===== src/rtl/pipeline_hazard_ctrl.sv =====
// Pipeline hazard controller: memory-busy freeze, branch flush, load-use stall
// and interrupt entry (drain -> vector), plus a saturating stall-cycle counter.
module pipeline_hazard_ctrl #(
  parameter int DRAIN_CYCLES = 3,
  parameter int CNT_W        = 16
) (
  input  logic             clk,
  input  logic             rst,
  input  logic [2:0]       d_src1,
  input  logic [2:0]       d_src2,
  input  logic             d_src1_used,
  input  logic             d_src2_used,
  input  logic [2:0]       e_dst,
  input  logic             e_wb,
  input  logic             e_mem_read,
  input  logic             e_branch_taken,
  input  logic             m_mem_busy,
  input  logic             int_req,
  output logic             pc_we,
  output logic [1:0]       pc_sel,
  output logic             fd_we,
  output logic             fd_flush,
  output logic             de_we,
  output logic             de_bubble,
  output logic             em_we,
  output logic             int_ack,
  output logic [CNT_W-1:0] stall_cnt,
  output logic [1:0]       dbg_state
);

  typedef enum logic [1:0] {
    ST_RUN       = 2'd0,
    ST_INT_DRAIN = 2'd1,
    ST_INT_VEC   = 2'd2
  } state_e;

  localparam logic [3:0]       DRAIN_LOAD = 4'(DRAIN_CYCLES - 1);
  localparam logic [CNT_W-1:0] CNT_ONE    = {{(CNT_W-1){1'b0}}, 1'b1};

  state_e           state_q, state_d;
  logic [3:0]       drain_q, drain_d;
  logic [CNT_W-1:0] stall_q, stall_d;
  logic             load_use;

  assign load_use = e_mem_read & e_wb &
                    ((d_src1_used & (d_src1 == e_dst)) |
                     (d_src2_used & (d_src2 == e_dst)));

  // Outputs are combinational from state and inputs; reset forces the RUN defaults.
  always_comb begin
    pc_we     = 1'b1;
    pc_sel    = 2'b00;
    fd_we     = 1'b1;
    fd_flush  = 1'b0;
    de_we     = 1'b1;
    de_bubble = 1'b0;
    em_we     = 1'b1;
    int_ack   = 1'b0;
    state_d   = state_q;
    drain_d   = drain_q;
    if (!rst) begin
      state_d = ST_RUN;
    end else if (m_mem_busy) begin
      pc_we = 1'b0;
      fd_we = 1'b0;
      de_we = 1'b0;
      em_we = 1'b0;
    end else begin
      unique case (state_q)
        ST_RUN: begin
          if (e_branch_taken) begin
            pc_sel    = 2'b01;
            fd_flush  = 1'b1;
            de_bubble = 1'b1;
          end else if (load_use) begin
            pc_we     = 1'b0;
            fd_we     = 1'b0;
            de_bubble = 1'b1;
          end else if (int_req) begin
            state_d = ST_INT_DRAIN;
            drain_d = DRAIN_LOAD;
          end
        end
        ST_INT_DRAIN: begin
          // A taken branch here is discarded: the interrupt vector wins.
          pc_we     = 1'b0;
          fd_flush  = 1'b1;
          de_bubble = e_branch_taken;
          if (drain_q == 4'd0) state_d = ST_INT_VEC;
          else                 drain_d = drain_q - 4'd1;
        end
        ST_INT_VEC: begin
          pc_sel   = 2'b10;
          fd_flush = 1'b1;
          int_ack  = 1'b1;
          state_d  = ST_RUN;
        end
        default: state_d = ST_RUN;
      endcase
    end
    stall_d = (!pc_we && (stall_q != {CNT_W{1'b1}})) ? stall_q + CNT_ONE : stall_q;
  end

  always_ff @(posedge clk or negedge rst) begin
    if (!rst) begin
      state_q <= ST_RUN;
      drain_q <= 4'd0;
      stall_q <= '0;
    end else begin
      state_q <= state_d;
      drain_q <= drain_d;
      stall_q <= stall_d;
    end
  end

  assign stall_cnt = stall_q;
  assign dbg_state = state_q;

endmodule


===== config.mk =====
export PLATFORM = sky130hd
export DESIGN_NAME = pipeline_hazard_ctrl
export DESIGN_NICKNAME = d
export VERILOG_FILES = /design/src/rtl/pipeline_hazard_ctrl.sv
export SDC_FILE = /design/constraint.sdc
export NUM_CORES = 1
export LEC_CHECK = 0
export ABC_AREA = 0
export CAP_MARGIN = 10
export CORE_MARGIN = 3
export CORE_UTILIZATION = 35
export CTS_BUF_LIST = sky130_fd_sc_hd__clkbuf_8 sky130_fd_sc_hd__clkbuf_16
export DETAILED_ROUTE_END_ITERATION = 10
export PLACE_DENSITY_LB_ADDON = 0.12
export SYNTH_ARGS = -nofsm -noshare
export SYNTH_HDL_FRONTEND = slang
export SYNTH_SLANG_ARGS = --single-unit
export TNS_END_PERCENT = 1

===== constraint.sdc =====
create_clock -name clk -period 4.84 [get_ports clk]
set_clock_uncertainty 0.05 [all_clocks]
set_input_delay 0.484 -clock clk [delete_from_list [all_inputs] [get_ports clk]]
set_output_delay 0.484 -clock clk [all_outputs]
set_load 0.005 [all_outputs]

==> results of run 1 <==
==> flip-flops by register name (all words and copies together) (netlist names) <==
signal,count
drain_q,4
stall_cnt,16
dbg_state,2
==> stage by stage <==
stage	std cells	power, mW	area [µm²]	setup WS [ns]	hold WS (ns)
finish	235	0.529	1970	1.88	0.444
global route	235	0.571	1970	1.67	0.480
CTS	235	0.538	1970	1.83	0.454
detailed placement	232	0.426	1920	1.83	0.441
global placement	232	0.421	1920	1.87	0.429
floorplan	142	0.332	1440	2.96	0.138
==> cell type report <==
cell class,instances,area (µm²)
clock buffers,3,41.3
fillers,360,1860
inverters,7,26.3
multi-input cells,110,840
flip-flops and latches,22,551
well taps,48,60.1
repair buffers,45,448
==> how the worst max path moves through the flow <==
stage | from | end | slack (ns) | cells after the start
3_3_place_gp | rst | pc_we | 1.87 | 7
2_1_floorplan | dbg_state[0]$_DFFE_PN0P_ | stall_cnt[10]$_DFFE_PN0P_ | 2.96 | 10
5_1_grt | rst | pc_we | 1.67 | 7
4_1_cts | rst | pc_we | 1.83 | 7
6_report | rst | pc_we | 1.88 | 7
3_5_place_dp | rst | pc_we | 1.83 | 7
==> cells in the final DEF, fill, tap and decap left out, types with 2 or more instances in the layout <==
cell type        count
o21ai_1              3
nand4_1              6
clkdlybuf4s50_1     44
and4_1               4
nand2_1             15
inv_1                7
and3_1               5
a21oi_1              4
dfrtp_1             22
mux2i_1              2
and2_2               2
o2bb2ai_1            2
nor3_1               4
nor2b_1              2
ha_1                 9
xnor2_1             20
nand2b_1             2
nor2_1               5
clkbuf_8             3
nand3_2              4
==> kinds of logic after synthesis <==
logic type,Yosys count,share of synthesized area [%]
adder cells (fa/ha/maj),9,7.81
buffers and inverters,10,3.64
flip-flops,22,38.2
AND/OR/NAND/NOR,58,25.2
XOR/XNOR,21,12.7
multiplexers,3,2.17
AO/OA/AOI/OAI,19,10.3
==> power breakdown <==
group | internal (mW) | total, mW | leakage (nW) | switching [mW]
logic | 0.103 | 0.171 | 0.548 | 0.0677
registers | 0.215 | 0.251 | 0.290 | 0.0354
clock network | 0.0554 | 0.107 | 0.0216 | 0.0520
total | 0.373 | 0.529 | 0.860 | 0.155
==> cells in the mapped netlist, types with 2 or more instances <==
cell	instances	area, µm²
dfrtp_1	22	551
nor2_1	5	18.8
xnor2_1	20	175
ha_1	9	113
nand2b_1	2	12.5
and2_2	2	15.0
and3_1	5	31.3
inv_1	7	26.3
a21oi_1	4	20.0
nand3_2	4	40.0
buf_4	2	15.0
nor2b_1	2	12.5
nand2_1	15	56.3
nor3_1	4	20.0
mux2i_1	2	20.0
and4_1	4	35.0
o21ai_1	3	15.0
nand4_1	6	37.5
o2bb2ai_1	2	17.5
==> worst max-delay path, stage by stage <==
cell and delay (ns):
clkdlybuf4s50_1 0.89, nand2_1 0.13, nor3_2 0.20, o21ai_2 0.11, nand2_1 0.11, inv_1 0.06
clkdlybuf4s50_1 0.44
==> metal layers <==
layer	GRT usage [%]	vias up	wire length [µm]
met5	0	-	0
met1	18.6	548	1460
met4	2.55	0	20
met3	3.88	4	184
li1	-	592	-
met2	22.7	33	1480
==> flow_summary_export.csv, run 1 <==
group,metric,value,unit
global_routing,grt_overflow_total,0,
timing,worst_pin_slew,0.650,ns
drt,postRouteAntennaNets,0,
min_path,worstHoldPathType,"reg -> reg",
setup_path,critPathLaunchType,"input pin",
timing,rsz0062_at_grt,"false",
clocking,clock_latency,0.26,ns
synth,synth_warnings,0,
setup_path,reg2reg_setup_slack,2.51,ns
timing,hold_violations,0,
drt,drtIter0Drc,33,
setup_path,r2r_start,"dbg_state[0]$_DFFE_PN0P_",
min_path,worstHoldStart,"stall_cnt[11]$_DFFE_PN0P_",
timing,relSlewSlack,56.5,%
setup_path,crit_path_end_kind,"output port",
synth,synthesis.nets,169,
timing,layout_min_cycle_time,2.96,ns
global_routing,grt_max_degree,18,
die,row_count,22,
setup_path,timing.rr.end,"stall_cnt[1]$_DFFE_PN0P_",
clocking,root_buffer,"clkbuf_8",
clocking,htreeDepth,1,
setup_path,reg2reg_depth,7,
clocking,cts-resized-gates,0,
clocking,clock-sinks,22,
synth,ys.flop_type,"dfrtp_1",
global_routing,grt_pass1_vias,1270,
drt,first_pass_iters,4,
die,die_area,4930,µm²
synth,avgSynthCellArea,10.2,µm²
run_status,outcome,"completed",
die,initial_core_util,37.7,%
synth,synthArstFlopShare,100,%
drt,vias_per_cell,5.01,
power,leakagePower,0.860,nW
synth,synth-seq-cells,22,
clocking,cts_tree,"done",
finish,final_util,51.4,%
min_path,hold_depth,1,
clocking,max-clock-path-buffers,2,
synth,ys_types,41,
drt,vias,1177,
drt,drt_wl_total,3140,µm
timing,setup_violations,0,
clocking,cts_inserted_buffers,3,
synth,synth_edf_count,0,
die,core-area,3830,µm²
timing,slew_violations,0,
timing,period_share,61.1,%
setup_path,crit_path_max_fanout,17,
placed_design,gp_congestion,0.815,
setup_path,worstPathRequired,4.31,ns
finish,final_layout_size_suffix_gt1_share,10.7,%
job,drv_cap,0,
clocking,holdBufCountCts,0,
timing,setup_tns,0,ns
drt,wire_per_inst,13.4,µm
setup_path,worstSetupPathType,"in -> out",
finish,diodes,0,
global_routing,grt_pass1_wl,5690,µm
die,die_y,70.2,µm
power,p_per_area,269,nW/µm²
setup_path,arrival,2.42,ns
placed_design,dpl.hpwl,2540,µm
global_routing,grt_use_total,13.9,%
finish,nNetsFinal,216,
die,die_width,70.2,µm
synth,yosysSeqAreaShare,38.2,%
clocking,cts_setup_buffers,0,
synth,synthCells,142,
die,pin_count,45,
finish,area_delta_synth_final,36.3,%
synth,mappedNetlistArea,1440,µm²
global_routing,antenna_found_initial,0,
clocking,cts.reportedPaths.clkPinSlew,0.07,ns
min_path,hold_end,"stall_cnt[11]$_DFFE_PN0P_",
power,peakVddDrop,0.252,mV
drt,drcViolationCount,0,
placed_design,numPortBuffers,44,
timing,fmax,338,MHz
Note: power is estimated with default switching activity, not from simulation.
==> run 2: changes to the inputs <==
- clock period: 4.84 -> 2.6 ns (I/O delays scaled with it)
==> flow_summary_export.csv, run 2 (synthesis results as in run 1) <==
group,metric,value,unit
placed_design,numPortBuffers,44,
drt,drt_wl_total,3320,µm
setup_path,worstSetupPathType,"reg -> out",
finish,final_util,53.0,%
finish,fillers,361,
drt,vias_per_cell,4.98,
power,peakVddDrop,0.385,mV
die,die_area,4930,µm²
finish,largest_reg_flops,16,
timing,fmax,413,MHz
drt,drcViolationCount,0,
setup_path,worstPathRequired,2.29,ns
drt,wl_met3,98,µm
drt,wl_met1,1600,µm
min_path,worstHoldPathType,"in -> async",
clocking,cts_tree,"done",
finish,final_common_cell,"clkdlybuf4s50_1",
timing,slew_violations,0,
clocking,clock_latency,0.26,ns
timing,rsz0062_at_grt,"false",
setup_path,crit_path_max_fanout,6,
timing,period_share,93.2,%
drt,top_layer_used,"met4",
finish,area_delta_synth_final,40.5,%
die,pin_count,45,
run_status,outcome,"completed",
clocking,cts_inserted_buffers,3,
drt,met2WireLength,1600,µm
clocking,root_buffer,"clkbuf_8",
placed_design,gp_congestion,0.854,
setup_path,arrival,2.11,ns
setup_path,timing.critical_path.buf_inv,3,
setup_path,timing.rr.end,"drain_q[3]$_DFFE_PN0P_",
die,initial_core_util,37.7,%
finish,diodes,0,
setup_path,crit_chain,"inv_1, ha_2, nor2_1, o21ai_1, nand2_1, inv_1, clkdlybuf4s50_1",
setup_path,reg2reg_setup_slack,0.49,ns
die,die_width,70.2,µm
clocking,htreeDepth,1,
die,row_count,22,
timing,layout_min_cycle_time,2.42,ns
setup_path,cp_top_family,"buffers and inverters",
drt,first_pass_iters,4,
finish,most-common-layout-cells,"clkdlybuf4s50_1, dfrtp_1, xnor2_1, nand2_1, ha_1",
setup_path,slowest_stage,"clkdlybuf4s50_1",
global_routing,grt_overflow_total,0,
die,core-area,3830,µm²
timing,hold_violations,0,
global_routing,grt_pass1_vias,1240,
clocking,cts_setup_buffers,0,
timing,relSlewSlack,69.2,%
setup_path,cpPeakStageDelay,0.49,ns
drt,drtIter0Drc,81,
clocking,clock-sinks,22,
global_routing,grt_pass1_wl,5890,µm
drt,wire_per_inst,13.7,µm
setup_path,r2r_start,"dbg_state[1]$_DFFE_PN0P_",
setup_path,critPathLaunchType,"flip-flop",
drt,vias,1205,
setup_path,critPathMostFrequentCell,"inv_1",
clocking,max-clock-path-buffers,2,
clocking,holdBufCountCts,0,
job,drv_cap,0,
global_routing,antenna_found_initial,0,
setup_path,crit_path_end_kind,"output port",
finish,final_layout_size_suffix_gt1_share,14.4,%
timing,worst_pin_slew,0.461,ns
power,p_per_area,514,nW/µm²
placed_design,dpl.hpwl,2740,µm
die,die_y,70.2,µm
clocking,cts.reportedPaths.clkPinSlew,0.08,ns
finish,nNetsFinal,222,
timing,setup_violations,0,
setup_path,reg2reg_depth,9,
global_routing,grt_max_degree,13,
power,leakagePower,0.895,nW
timing,whs,0.420,ns
global_routing,grt_use_total,14.4,%
timing,setup_tns,0,ns
drt,postRouteAntennaNets,0,
[run 2: worst max path at each step]
stage                                   startpoint                         to  slack (ns)  cells past startpoint
after global placement                    e_dst[1]                      pc_we        0.28                      7
final                     dbg_state[1]$_DFFE_PN0P_                      pc_we        0.18                      7
after detailed placement                  e_dst[2]                  de_bubble        0.23                      8
after CTS                 dbg_state[1]$_DFFE_PN0P_                      pc_we        0.07                      7
after global routing      dbg_state[1]$_DFFE_PN0P_                      pc_we       0.003                      7
after floorplan           dbg_state[0]$_DFFE_PN0P_  stall_cnt[10]$_DFFE_PN0P_        0.72                     10
[run 2: metrics by stage]
stage	std cells	cell area [µm²]	power, mW	worst slack, ns
finish	242	2030	1.04	0.177
global route	242	2030	1.11	0.00297
CTS	242	2020	1.06	0.0744
detailed placement	238	1970	0.803	0.232
floorplan	142	1440	0.618	0.715
global placement	238	1970	0.793	0.275
[run 2: final cells by class]
class | instances | area (µm²) | share of cell area, %
well taps | 48 | 60.1 | 2.96
multi-input cells | 110 | 842 | 41.5
repair buffers | 51 | 493 | 24.3
inverters | 7 | 26.3 | 1.30
clock buffers | 4 | 55.1 | 2.72
flip-flops and latches | 22 | 551 | 27.2
[run 2: where the power goes]
part	leakage, nW	switching (mW)	internal, mW	total, mW
logic	0.576	0.128	0.199	0.326
registers	0.290	0.0677	0.400	0.468
clock network	0.0288	0.112	0.135	0.247
total	0.895	0.308	0.734	1.04
[run 2: timing repair]
| action | CTS | global route |
|---|---|---|
| resized for setup | 0 | 1 |
| hold endpoints to repair | 0 | 0 |
| setup endpoints to repair | 0 | 1 |
[run 2: worst reg2reg max path, delay by kind of cell (launching register included)]
family          cells  cell delay, ns
compound gates      4            0.49
fa+ha+maj           1            0.22
buf+inv             2            0.29
flops               1            0.44
simple gates        2            0.56
[run 2: metal layers]
metal,vias up,track usage [%]
li1,606,-
met1,574,19.8
met2,23,23.6
met3,2,3.45
met4,0,1.91
met5,-,0
==> run 3: changes to the inputs <==
- CORE_UTILIZATION: 35 -> 42
- SETUP_SLACK_MARGIN: unset -> 0.5
==> flow_summary_export.csv, run 3 (synthesis results as in run 1) <==
group,metric,value,unit
run_status,outcome,"completed",
clocking,htreeDepth,1,
drt,drtIter0Drc,47,
drt,postRouteAntennaNets,0,
setup_path,r2r_start,"dbg_state[0]$_DFFE_PN0P_",
clocking,root_buffer,"clkbuf_8",
clocking,clock-sinks,22,
drt,drcViolationCount,0,
setup_path,crit_chain,"inv_4, ha_4, nand2_2, nor3_4, o21ai_4, nand2_2, inv_1, clkdlybuf4s50_1",
placed_design,numPortBuffers,44,
setup_path,crit_path_max_fanout,6,
setup_path,arrival,1.90,ns
drt,vias_per_cell,5.15,
finish,most-common-layout-cells,"clkdlybuf4s50_1, xnor2_1, dfrtp_1, nand2_1, buf_4",
timing,fmax,452,MHz
setup_path,reg2reg_setup_slack,0.45,ns
setup_path,worstSetupPathType,"reg -> out",
placed_design,post_dp_cell_area,1940,µm²
setup_path,reg2reg_depth,10,
global_routing,grt_pass1_wl,6020,µm
finish,largest_reg_flops,16,
setup_path,critPathLaunchType,"flip-flop",
setup_path,critPathMostFrequentCell,"nand2_2",
clocking,cts.reportedPaths.clkPinSlew,0.07,ns
timing,rsz0062_at_grt,"true",
timing,setup_tns,0,ns
timing,setup_violations,0,
global_routing,antenna_found_initial,0,
global_routing,grt_max_degree,16,
timing,layout_min_cycle_time,2.21,ns
min_path,worstHoldStart,"stall_cnt[15]$_DFFE_PN0P_",
setup_path,critPathLaunch,"dbg_state[0]$_DFFE_PN0P_",
finish,area_delta_synth_final,45.2,%
setup_path,slowest_stage,"dfrtp_2",
die,die_area,4170,µm²
placed_design,dpl.hpwl,2630,µm
setup_path,crit_path_end_kind,"output port",
drt,first_pass_iters,4,
timing,worst_pin_slew,0.445,ns
clocking,clock_latency,0.26,ns
power,peakVddDrop,0.451,mV
die,die_width,64.6,µm
finish,final_common_cell,"clkdlybuf4s50_1",
finish,final_area,2090,µm²
drt,vias,1252,
finish,fillers,276,
die,initial_core_util,45.8,%
global_routing,grt_pass1_vias,1336,
power,leakagePower,0.933,nW
drt,wire_per_inst,14.5,µm
placed_design,gp_congestion,0.824,
die,row_count,20,
clocking,cts_inserted_buffers,3,
job,drv_cap,0,
timing,whs,0.450,ns
power,p_per_area,478,nW/µm²
finish,diodes,0,
setup_path,worstPathRequired,2.29,ns
global_routing,grt_use_total,17.9,%
timing,relSlewSlack,70.2,%
clocking,holdBufCountCts,0,
clocking,cts_tree,"done",
timing,period_share,85.2,%
clocking,max-clock-path-buffers,2,
die,die_y,64.6,µm
drt,drt_wl_total,3520,µm
timing,hold_violations,0,
finish,nNetsFinal,228,
die,core-area,3150,µm²
setup_path,crit_path_end,"pc_we",
setup_path,timing.rr.end,"stall_cnt[13]$_DFFE_PN0P_",
global_routing,grt_overflow_total,0,
setup_path,cpPeakStageDelay,0.47,ns
die,pin_count,45,
min_path,worstHoldPathType,"reg -> reg",
timing,slew_violations,0,
finish,final_layout_size_suffix_gt1_share,20.6,%
==> run 3: metrics by stage <==
stage	total power, mW	worst slack, ns	instances	utilization (%)
after global routing	1.08	0.281	243	66.4
final	1.00	0.386	243	66.4
after detailed placement	0.794	0.213	231	61.6
after global placement	0.785	0.296	231	61.6
after CTS	1.01	0.296	237	64.6
after floorplan	0.618	0.715	142	-
==> run 3: worst min-delay path by stage <==
| stage | cells after the start | to |
|---|---|---|
| 6_report | 1 | stall_cnt[15]$_DFFE_PN0P_ |
| 5_1_grt | 1 | stall_cnt[4]$_DFFE_PN0P_ |
| 4_1_cts | 2 | stall_cnt[12]$_DFFE_PN0P_ |
| 3_5_place_dp | 1 | stall_cnt[15]$_DFFE_PN0P_ |
| 3_3_place_gp | 1 | stall_cnt[4]$_DFFE_PN0P_ |
| 2_1_floorplan | 0 | dbg_state[0]$_DFFE_PN0P_ |
==> run 3: repair_timing <==
action	4_1_cts	5_1_grt
resized for setup	14	5
buffers inserted	3	6
endpoints found under the setup margin	19	13
endpoints found under the hold margin	0	0
pin swaps	5	3
==> run 3: routing by layer <==
layer  vias to the layer above  part of all wire (%)  GRT usage [%]
met5                         -                     0              0
met4                         0                  0.85           4.75
met3                         4                   3.7           2.08
met2                        28                    54           34.5
met1                       607                    42           20.5
li1                        613                     -              -
==> run 3: final cells by class <==
type / count / area, µm² / share of cell area, %
flip-flops and latches: 22 / 553 / 26.4
multi-input cells: 110 / 877 / 41.9
clock buffers: 3 / 41.3 / 1.97
repair buffers: 57 / 537 / 25.6
well taps: 44 / 55.1 / 2.63
inverters: 7 / 31.3 / 1.49
==> run 3: worst max-delay path, delay by kind of cell, from the launching register on <==
kind | cells | cell delay (ns)
and+or+nand+nor | 3 | 0.38
DFF | 1 | 0.47
AOI/OAI and AO/OA | 1 | 0.10
adders and majority gates | 1 | 0.15
buffers and inverters | 3 | 0.56
==> run 3: report_power, final <==
group	total (mW)	leakage, nW	internal [mW]	switching, mW
Combinational	0.333	0.624	0.203	0.130
Clock	0.203	0.0216	0.103	0.0994
Sequential	0.466	0.287	0.401	0.0659
Total	1.00	0.933	0.707	0.295
